===== config.mk =====
export PLATFORM = sky130hd
export DESIGN_NAME = seven_seg_reader_flat
export DESIGN_NICKNAME = d
export VERILOG_FILES = /design/src/rtl/seven_seg_reader_pkg.sv /design/src/rtl/seven_seg_reader_if.sv /design/src/rtl/seven_seg_pattern_decode.sv /design/src/rtl/seven_seg_reader.sv /design/src/flat_wrapper.sv
export SDC_FILE = /design/constraint.sdc
export NUM_CORES = 1
export LEC_CHECK = 0
export BUFFER_PORTS_ARGS = -buffer_cell sky130_fd_sc_hd__buf_2
export CAP_MARGIN = 20
export CORE_MARGIN = 2
export CORE_UTILIZATION = 38
export DETAILED_ROUTE_END_ITERATION = 12
export REMOVE_ABC_BUFFERS = 1
export SLEW_MARGIN = 5
export SYNTH_ARGS = -nofsm -noshare
export SYNTH_HDL_FRONTEND = slang
export SYNTH_SLANG_ARGS = --single-unit

===== constraint.sdc =====
create_clock -name clk -period 4.2 [get_ports clk]
set_clock_uncertainty 0.2 [all_clocks]
set_input_delay 0.63 -clock clk [delete_from_list [all_inputs] [get_ports clk]]
set_output_delay 0.63 -clock clk [all_outputs]
set_load 0.005 [all_outputs]

===== src/rtl/seven_seg_reader_pkg.sv =====
// Shared constants and types for the seven-segment bus reader.
// Optional hex A..F decode: define SEVSEG_RD_HEXAF_EN.
package seven_seg_pkg;

  localparam int DEF_NUM_DIGITS = 4;

  localparam int SEG_BIT_A = 6;
  localparam int SEG_BIT_B = 5;
  localparam int SEG_BIT_C = 4;
  localparam int SEG_BIT_D = 3;
  localparam int SEG_BIT_E = 2;
  localparam int SEG_BIT_F = 1;
  localparam int SEG_BIT_G = 0;

  localparam logic [6:0] SEG_0 = 7'h01;
  localparam logic [6:0] SEG_1 = 7'h4F;
  localparam logic [6:0] SEG_2 = 7'h12;
  localparam logic [6:0] SEG_3 = 7'h06;
  localparam logic [6:0] SEG_4 = 7'h4C;
  localparam logic [6:0] SEG_5 = 7'h24;
  localparam logic [6:0] SEG_6 = 7'h20;
  localparam logic [6:0] SEG_7 = 7'h0F;
  localparam logic [6:0] SEG_8 = 7'h00;
  localparam logic [6:0] SEG_9 = 7'h04;
  localparam logic [6:0] SEG_BLANK = 7'h7F;
  localparam logic [6:0] SEG_A = 7'h08;
  localparam logic [6:0] SEG_B = 7'h60;
  localparam logic [6:0] SEG_C = 7'h31;
  localparam logic [6:0] SEG_D = 7'h42;
  localparam logic [6:0] SEG_E = 7'h30;
  localparam logic [6:0] SEG_F = 7'h38;

  typedef struct packed {
    logic [3:0] nibble;
    logic       blank;
    logic       err;
  } dec_t;

  typedef enum logic [1:0] {
    WAIT   = 2'd0,
    SETTLE = 2'd1,
    HELD   = 2'd2
  } state_t;

endpackage


===== src/rtl/seven_seg_reader_if.sv =====
// Snooped display bus plus recovered frame outputs.
// slave = reader, master = display driver / observer.
interface seven_seg_reader_if
  import seven_seg_pkg::*;
#(
  parameter int NUM_DIGITS = DEF_NUM_DIGITS
);
  logic [6:0]              seg;
  logic [NUM_DIGITS-1:0]   an;
  logic [4*NUM_DIGITS-1:0] value;
  logic [NUM_DIGITS-1:0]   blank_mask;
  logic [NUM_DIGITS-1:0]   err_mask;
  logic                    frame_valid;

  modport master (
    output seg, an,
    input  value, blank_mask,
    input  err_mask, frame_valid
  );

  modport slave (
    input  seg, an,
    output value, blank_mask,
    output err_mask, frame_valid
  );
endinterface


===== src/rtl/seven_seg_pattern_decode.sv =====
// Active-low 7-segment pattern back to nibble/blank/err.
// Hex A..F accepted only with SEVSEG_RD_HEXAF_EN.
module seven_seg_pattern_decode
  import seven_seg_pkg::*;
(
  input  logic [6:0] pattern,
  output dec_t       dec
);

  // Table lookup; unknown patterns flag err, nibble 0
  always_comb begin
    dec = '{nibble: 4'h0, blank: 1'b0, err: 1'b0};
    unique case (1'b1)
      (pattern == SEG_0):     dec.nibble = 4'h0;
      (pattern == SEG_1):     dec.nibble = 4'h1;
      (pattern == SEG_2):     dec.nibble = 4'h2;
      (pattern == SEG_3):     dec.nibble = 4'h3;
      (pattern == SEG_4):     dec.nibble = 4'h4;
      (pattern == SEG_5):     dec.nibble = 4'h5;
      (pattern == SEG_6):     dec.nibble = 4'h6;
      (pattern == SEG_7):     dec.nibble = 4'h7;
      (pattern == SEG_8):     dec.nibble = 4'h8;
      (pattern == SEG_9):     dec.nibble = 4'h9;
      (pattern == SEG_BLANK): dec.blank  = 1'b1;
`ifdef SEVSEG_RD_HEXAF_EN
      (pattern == SEG_A):     dec.nibble = 4'hA;
      (pattern == SEG_B):     dec.nibble = 4'hB;
      (pattern == SEG_C):     dec.nibble = 4'hC;
      (pattern == SEG_D):     dec.nibble = 4'hD;
      (pattern == SEG_E):     dec.nibble = 4'hE;
      (pattern == SEG_F):     dec.nibble = 4'hF;
`endif
      default:                dec.err    = 1'b1;
    endcase
  end

endmodule


===== src/rtl/seven_seg_reader.sv =====
// Recovers hex digits from a multiplexed 7-seg bus.
// Optional hex A..F decode: define SEVSEG_RD_HEXAF_EN.
module seven_seg_reader
  import seven_seg_pkg::*;
#(
  parameter int NUM_DIGITS    = DEF_NUM_DIGITS,
  parameter int STABLE_CYCLES = 4
) (
  input logic               clk,
  input logic               rst_n,
  seven_seg_reader_if.slave bus
);

  localparam logic [7:0] STB = 8'(STABLE_CYCLES);

  logic [6:0]            seg_q;
  logic [6:0]            seg_p;
  logic [NUM_DIGITS-1:0] an_q;
  logic [NUM_DIGITS-1:0] an_p;
  state_t                state;
  logic [7:0]            cnt;
  logic [7:0]            cnt_inc;
  logic                  valid;
  logic                  same;
  logic                  capture;
  logic [NUM_DIGITS-1:0] sel;
  logic [NUM_DIGITS-1:0] seen;
  logic [NUM_DIGITS-1:0] sh_blank;
  logic [NUM_DIGITS-1:0] sh_err;
  logic [NUM_DIGITS-1:0][3:0] sh_nib;
  dec_t                  dec;

  seven_seg_pattern_decode u_dec (
    .pattern (seg_q),
    .dec     (dec)
  );

  // Capture bus once, and keep the previous sample
  always_ff @(posedge clk or negedge rst_n) begin
    if (!rst_n) begin
      seg_q <= '1;
      seg_p <= '1;
      an_q  <= '1;
      an_p  <= '1;
    end else begin
      seg_q <= bus.seg;
      an_q  <= bus.an;
      seg_p <= seg_q;
      an_p  <= an_q;
    end
  end

  // Anode check, sample compare, capture strobe
  always_comb begin
    valid   = ($countones(~an_q) == 1);
    sel     = valid ? ~an_q : '0;
    same    = (seg_q == seg_p) && (an_q == an_p);
    cnt_inc = (cnt >= STB) ? cnt : cnt + 8'd1;
    capture = valid && same &&
              (state == SETTLE) &&
              (cnt_inc == STB);
  end

  // Stability FSM; counter saturates at STB
  always_ff @(posedge clk or negedge rst_n) begin
    if (!rst_n) begin
      state <= WAIT;
      cnt   <= '0;
    end else if (!valid) begin
      state <= WAIT;
      cnt   <= '0;
    end else begin
      unique case (state)
        WAIT: begin
          state <= SETTLE;
          cnt   <= 8'd1;
        end
        SETTLE: begin
          if (!same) begin
            cnt <= 8'd1;
          end else begin
            cnt <= cnt_inc;
            if (cnt_inc == STB) state <= HELD;
          end
        end
        HELD: begin
          if (!same) begin
            state <= SETTLE;
            cnt   <= 8'd1;
          end else begin
            cnt <= cnt_inc;
          end
        end
        default: begin
          state <= WAIT;
          cnt   <= '0;
        end
      endcase
    end
  end

  // Shadow slots, seen mask, frame publish
  always_ff @(posedge clk or negedge rst_n) begin
    if (!rst_n) begin
      seen            <= '0;
      sh_nib          <= '0;
      sh_blank        <= '0;
      sh_err          <= '0;
      bus.value       <= '0;
      bus.blank_mask  <= '0;
      bus.err_mask    <= '0;
      bus.frame_valid <= 1'b0;
    end else begin
      bus.frame_valid <= &seen;
      if (&seen) begin
        bus.value      <= sh_nib;
        bus.blank_mask <= sh_blank;
        bus.err_mask   <= sh_err;
      end
      seen <= ((&seen) ? '0 : seen) |
              (capture ? sel : '0);
      if (capture) begin
        for (int i = 0; i < NUM_DIGITS; i++) begin
          if (sel[i]) begin
            sh_nib[i]   <= dec.nibble;
            sh_blank[i] <= dec.blank;
            sh_err[i]   <= dec.err;
          end
        end
      end
    end
  end

endmodule


===== src/flat_wrapper.sv =====
// flat-port wrapper written by rule: the top's interface ports become plain ports
module seven_seg_reader_flat import seven_seg_pkg::*;
#(
  parameter int NUM_DIGITS    = DEF_NUM_DIGITS,
  parameter int STABLE_CYCLES = 4
)
  (clk, rst_n, bus_seg, bus_an, bus_value, bus_blank_mask, bus_err_mask, bus_frame_valid);
  seven_seg_reader_if #(.NUM_DIGITS(NUM_DIGITS)) bus_i ();
  input logic clk;
  input logic rst_n;
  input wire logic [$bits(bus_i.seg)-1:0] bus_seg;
  input wire logic [$bits(bus_i.an)-1:0] bus_an;
  output wire logic [$bits(bus_i.value)-1:0] bus_value;
  output wire logic [$bits(bus_i.blank_mask)-1:0] bus_blank_mask;
  output wire logic [$bits(bus_i.err_mask)-1:0] bus_err_mask;
  output wire logic [$bits(bus_i.frame_valid)-1:0] bus_frame_valid;
  assign bus_i.seg = bus_seg;
  assign bus_i.an = bus_an;
  assign bus_value = bus_i.value;
  assign bus_blank_mask = bus_i.blank_mask;
  assign bus_err_mask = bus_i.err_mask;
  assign bus_frame_valid = bus_i.frame_valid;
  seven_seg_reader #(.NUM_DIGITS(NUM_DIGITS), .STABLE_CYCLES(STABLE_CYCLES)) u_core (.clk(clk), .rst_n(rst_n), .bus(bus_i));
endmodule

==> flow_summary.ini <==
[pwr]
p_leak_nw = 2.13
total_power_mw = 1.58
power_density_nw_per_um2 = 384
clkPwrFrac = 0.392
peakVddDrop_v = 0.000173
combPwrFrac = 0.062
cellInternalPower_mw = 1.22
swShare = 0.231
p_seq_frac = 0.546
p_sw_mw = 0.365

[layout]
nNetsFinal = 371
drive_above_1_share = 0.303
fillCellCount = 879
antenna_cells = 0
area_delta_synth_final_pct = 14.8
instances_no_fill = 464

[sta]
rsz0062_at_grt = no
finalWorstSetupSlack_ns = 0.807
hold_viol_final = 0
final.period_utilization = 0.808
fmax_ghz = 0.295
setup_viol = 0
relSlewSlack = 0.457
layout_min_cycle_time_ns = 3.39
finalMaxSlewViolations = 0
finalSetupTns_ns = 0
worst_pin_slew_ns = 0.803

[drt]
ant_nets = 0
drtIter0Drc = 94
wl_um = 6360
vias = 2260
viasPerCell = 4.87
dr.pass1.iters = 4
drc = 0
wl_per_cell_um = 13.7

[setup_path]
start_kind = flop
cp.arrival_ns = 3.43
path_cells = inv_1 -> ha_1 -> ha_1 -> fa_1 -> nor2_1 -> and2_1 -> nand4_4 -> nor3_4 -> mux2_2
worstSetupPathType = reg2reg
cp-end-kind = flop
critPathMaxFanout = 8
required_ns = 4.24
slowest_delay_ns = 0.59
cp_common_cell = ha_1
cp_slowest_cell = dfstp_2

[clock_tree]
numCtsBuffers = 9
cts_tree = done
clk_pin_slew_worst_paths_ns = 0.09
cts.repair.resized = 0
htree_levels = 3
cts.sinks = 85
cts_setup_buffers = 0
clk_path_buf_depth = 2
ctsRootBufferMaster = clkbuf_8
clk_latency_ns = 0.34

[floorplan]
die_x_um = 101
io_pins = 38
dieArea_sq_um = 10200
die_h_um = 101
start_util = 0.390
rows = 35
core_area_sq_um = 9200

[logic_synthesis]
synth_common_cells = nand2_1 (80), dfrtp_1 (63), mux2_2 (23)
synth_cell_type_count = 45
yosysMostFrequentCell = nand2_1
ys.flop_type = dfrtp_1
synth.area.top_cells = dfrtp_1 (44%), dfstp_2 (16%), nand2_1 (8.4%)
avgSynthCellArea_sq_um = 11.6
async_flop_share = 1.00
syn_inst = 308
syn_area_sq_um = 3580
yosysWarnings = 0
synth-seq-cells = 85
synth-edff-count = 0
synth_top_area_frac = 0.440
synth-seq-area-share = 0.601
yosysTopAreaCell = dfrtp_1

[place]
dpl_worst_slack_ns = 0.810
post-dp-hpwl_um = 4360
place_inst = 446
gp_congestion = 0.746
portBuffers = 37

[grt]
overflow = 0
grt_max_degree = 86
first_global_vias = 2359
grt_pass1_wl_um = 11200
grt.total_usage = 0.141
antenna_found_initial = 0

[run]
drv_cap = 0

[min_path]
min_path_type = in2reg

[outcome]
status = finished, final reports clean
[placed cells by master (no fill, tap or decap), types with 2 or more instances in the layout]
| master | instances |
|---|---|
| nand2_1 | 80 |
| dfrtp_1 | 63 |
| buf_2 | 36 |
| mux2_2 | 23 |
| dfstp_2 | 22 |
| inv_1 | 13 |
| xor2_1 | 12 |
| nor2_1 | 9 |
| ha_1 | 9 |
| clkbuf_8 | 9 |
| nor3_1 | 8 |
| a21oi_1 | 7 |
| nor4_1 | 6 |
| and2_1 | 4 |
| nor3_4 | 4 |
| a21o_1 | 3 |
| nand3_1 | 3 |
| or3_1 | 2 |
| o32ai_1 | 2 |
| o21ai_0 | 2 |
| bufinv_16 | 2 |
| buf_4 | 2 |
[layer usage]
layer  up-vias  routed length (um)  global-route usage
li1       1109                   -                   -
met1      1102                3010               0.187
met2        39                2960               0.218
met3        10                 242              0.0437
met4         0                 147              0.0551
met5         -                   0                   0
[sequential cells by signal, indices dropped and copies added (netlist names), 7 cells and up]
| signal | count |
|---|---|
| u_core.seg_p | 7 |
| u_core.seg_q | 7 |
| u_core.cnt | 8 |
| u_core.sh_nib | 16 |
| u_core.bus.value | 16 |
[cell type report]
class	instances	area, sq um	area share
sequential	85	2150	0.524
multi-input combinational	198	1320	0.321
timing repair buffer	40	233	0.0566
tap	111	139	0.0338
clock buffer	10	128	0.0310
clock inverter	6	86.3	0.0210
inverter	14	52.6	0.0128
[per-stage QoR]
stage / instance area [sq um] / hold slack (ns) / utilization
after floorplan: 3530 / 0.134 / -
after global routing: 4110 / 0.153 / 0.447
after CTS: 4080 / 0.161 / 0.443
after detailed placement: 3860 / 0.194 / 0.420
final: 4110 / 0.179 / 0.447
after global placement: 3860 / 0.193 / 0.420
[critical path: cells and delay by family, from the launching register on]
| family | cells | cell delay [ns] |
|---|---|---|
| AND/OR/NAND/NOR | 4 | 1.11 |
| adder cells (fa/ha/maj) | 3 | 0.92 |
| flip-flops | 1 | 0.59 |
| multiplexers | 1 | 0.40 |
| buffers and inverters | 1 | 0.06 |
[cells by family after synthesis]
logic type      after synthesis  share of synthesized area
compound gates               24                     0.0461
xor+xnor                     13                     0.0318
fa+ha+maj                    10                     0.0370
buf+inv                      25                     0.0304
flops                        85                      0.601
mux                          25                     0.0782
simple gates                126                      0.176
[worst paths after layout]
path	start	to	slack, ns	depth (start not counted)
max	u_core.an_q[0]	u_core.sh_nib[7]	0.81	9
min	bus_seg[0]	u_core.seg_q[0]	0.18	1
max reg2reg	u_core.an_q[0]	u_core.sh_nib[7]	0.81	9
min reg2reg	u_core.an_q[2]	u_core.an_p[2]	0.20	0
max in group asynchronous	rst_n	u_core.an_p[3]	2.63	3
min in group asynchronous	rst_n	u_core.cnt[0]	0.54	2
[timing repair]
action | in CTS | in global routing
setup endpoints to repair | 0 | 0
hold buffers | 0 | 1
endpoints found under the hold margin | 0 | 3
[power by group through the flow]
stage / combinational [mW] / clock [mW] / sequential, mW
global route: 0.114 / 0.680 / 0.867
floorplan: 0.0605 / 0 / 0.873
detailed placement: 0.0955 / 0 / 0.878
finish: 0.0986 / 0.620 / 0.863
CTS: 0.0966 / 0.635 / 0.863
global placement: 0.0940 / 0 / 0.877
No activity file was read; power rests on OpenSTA's default activity.
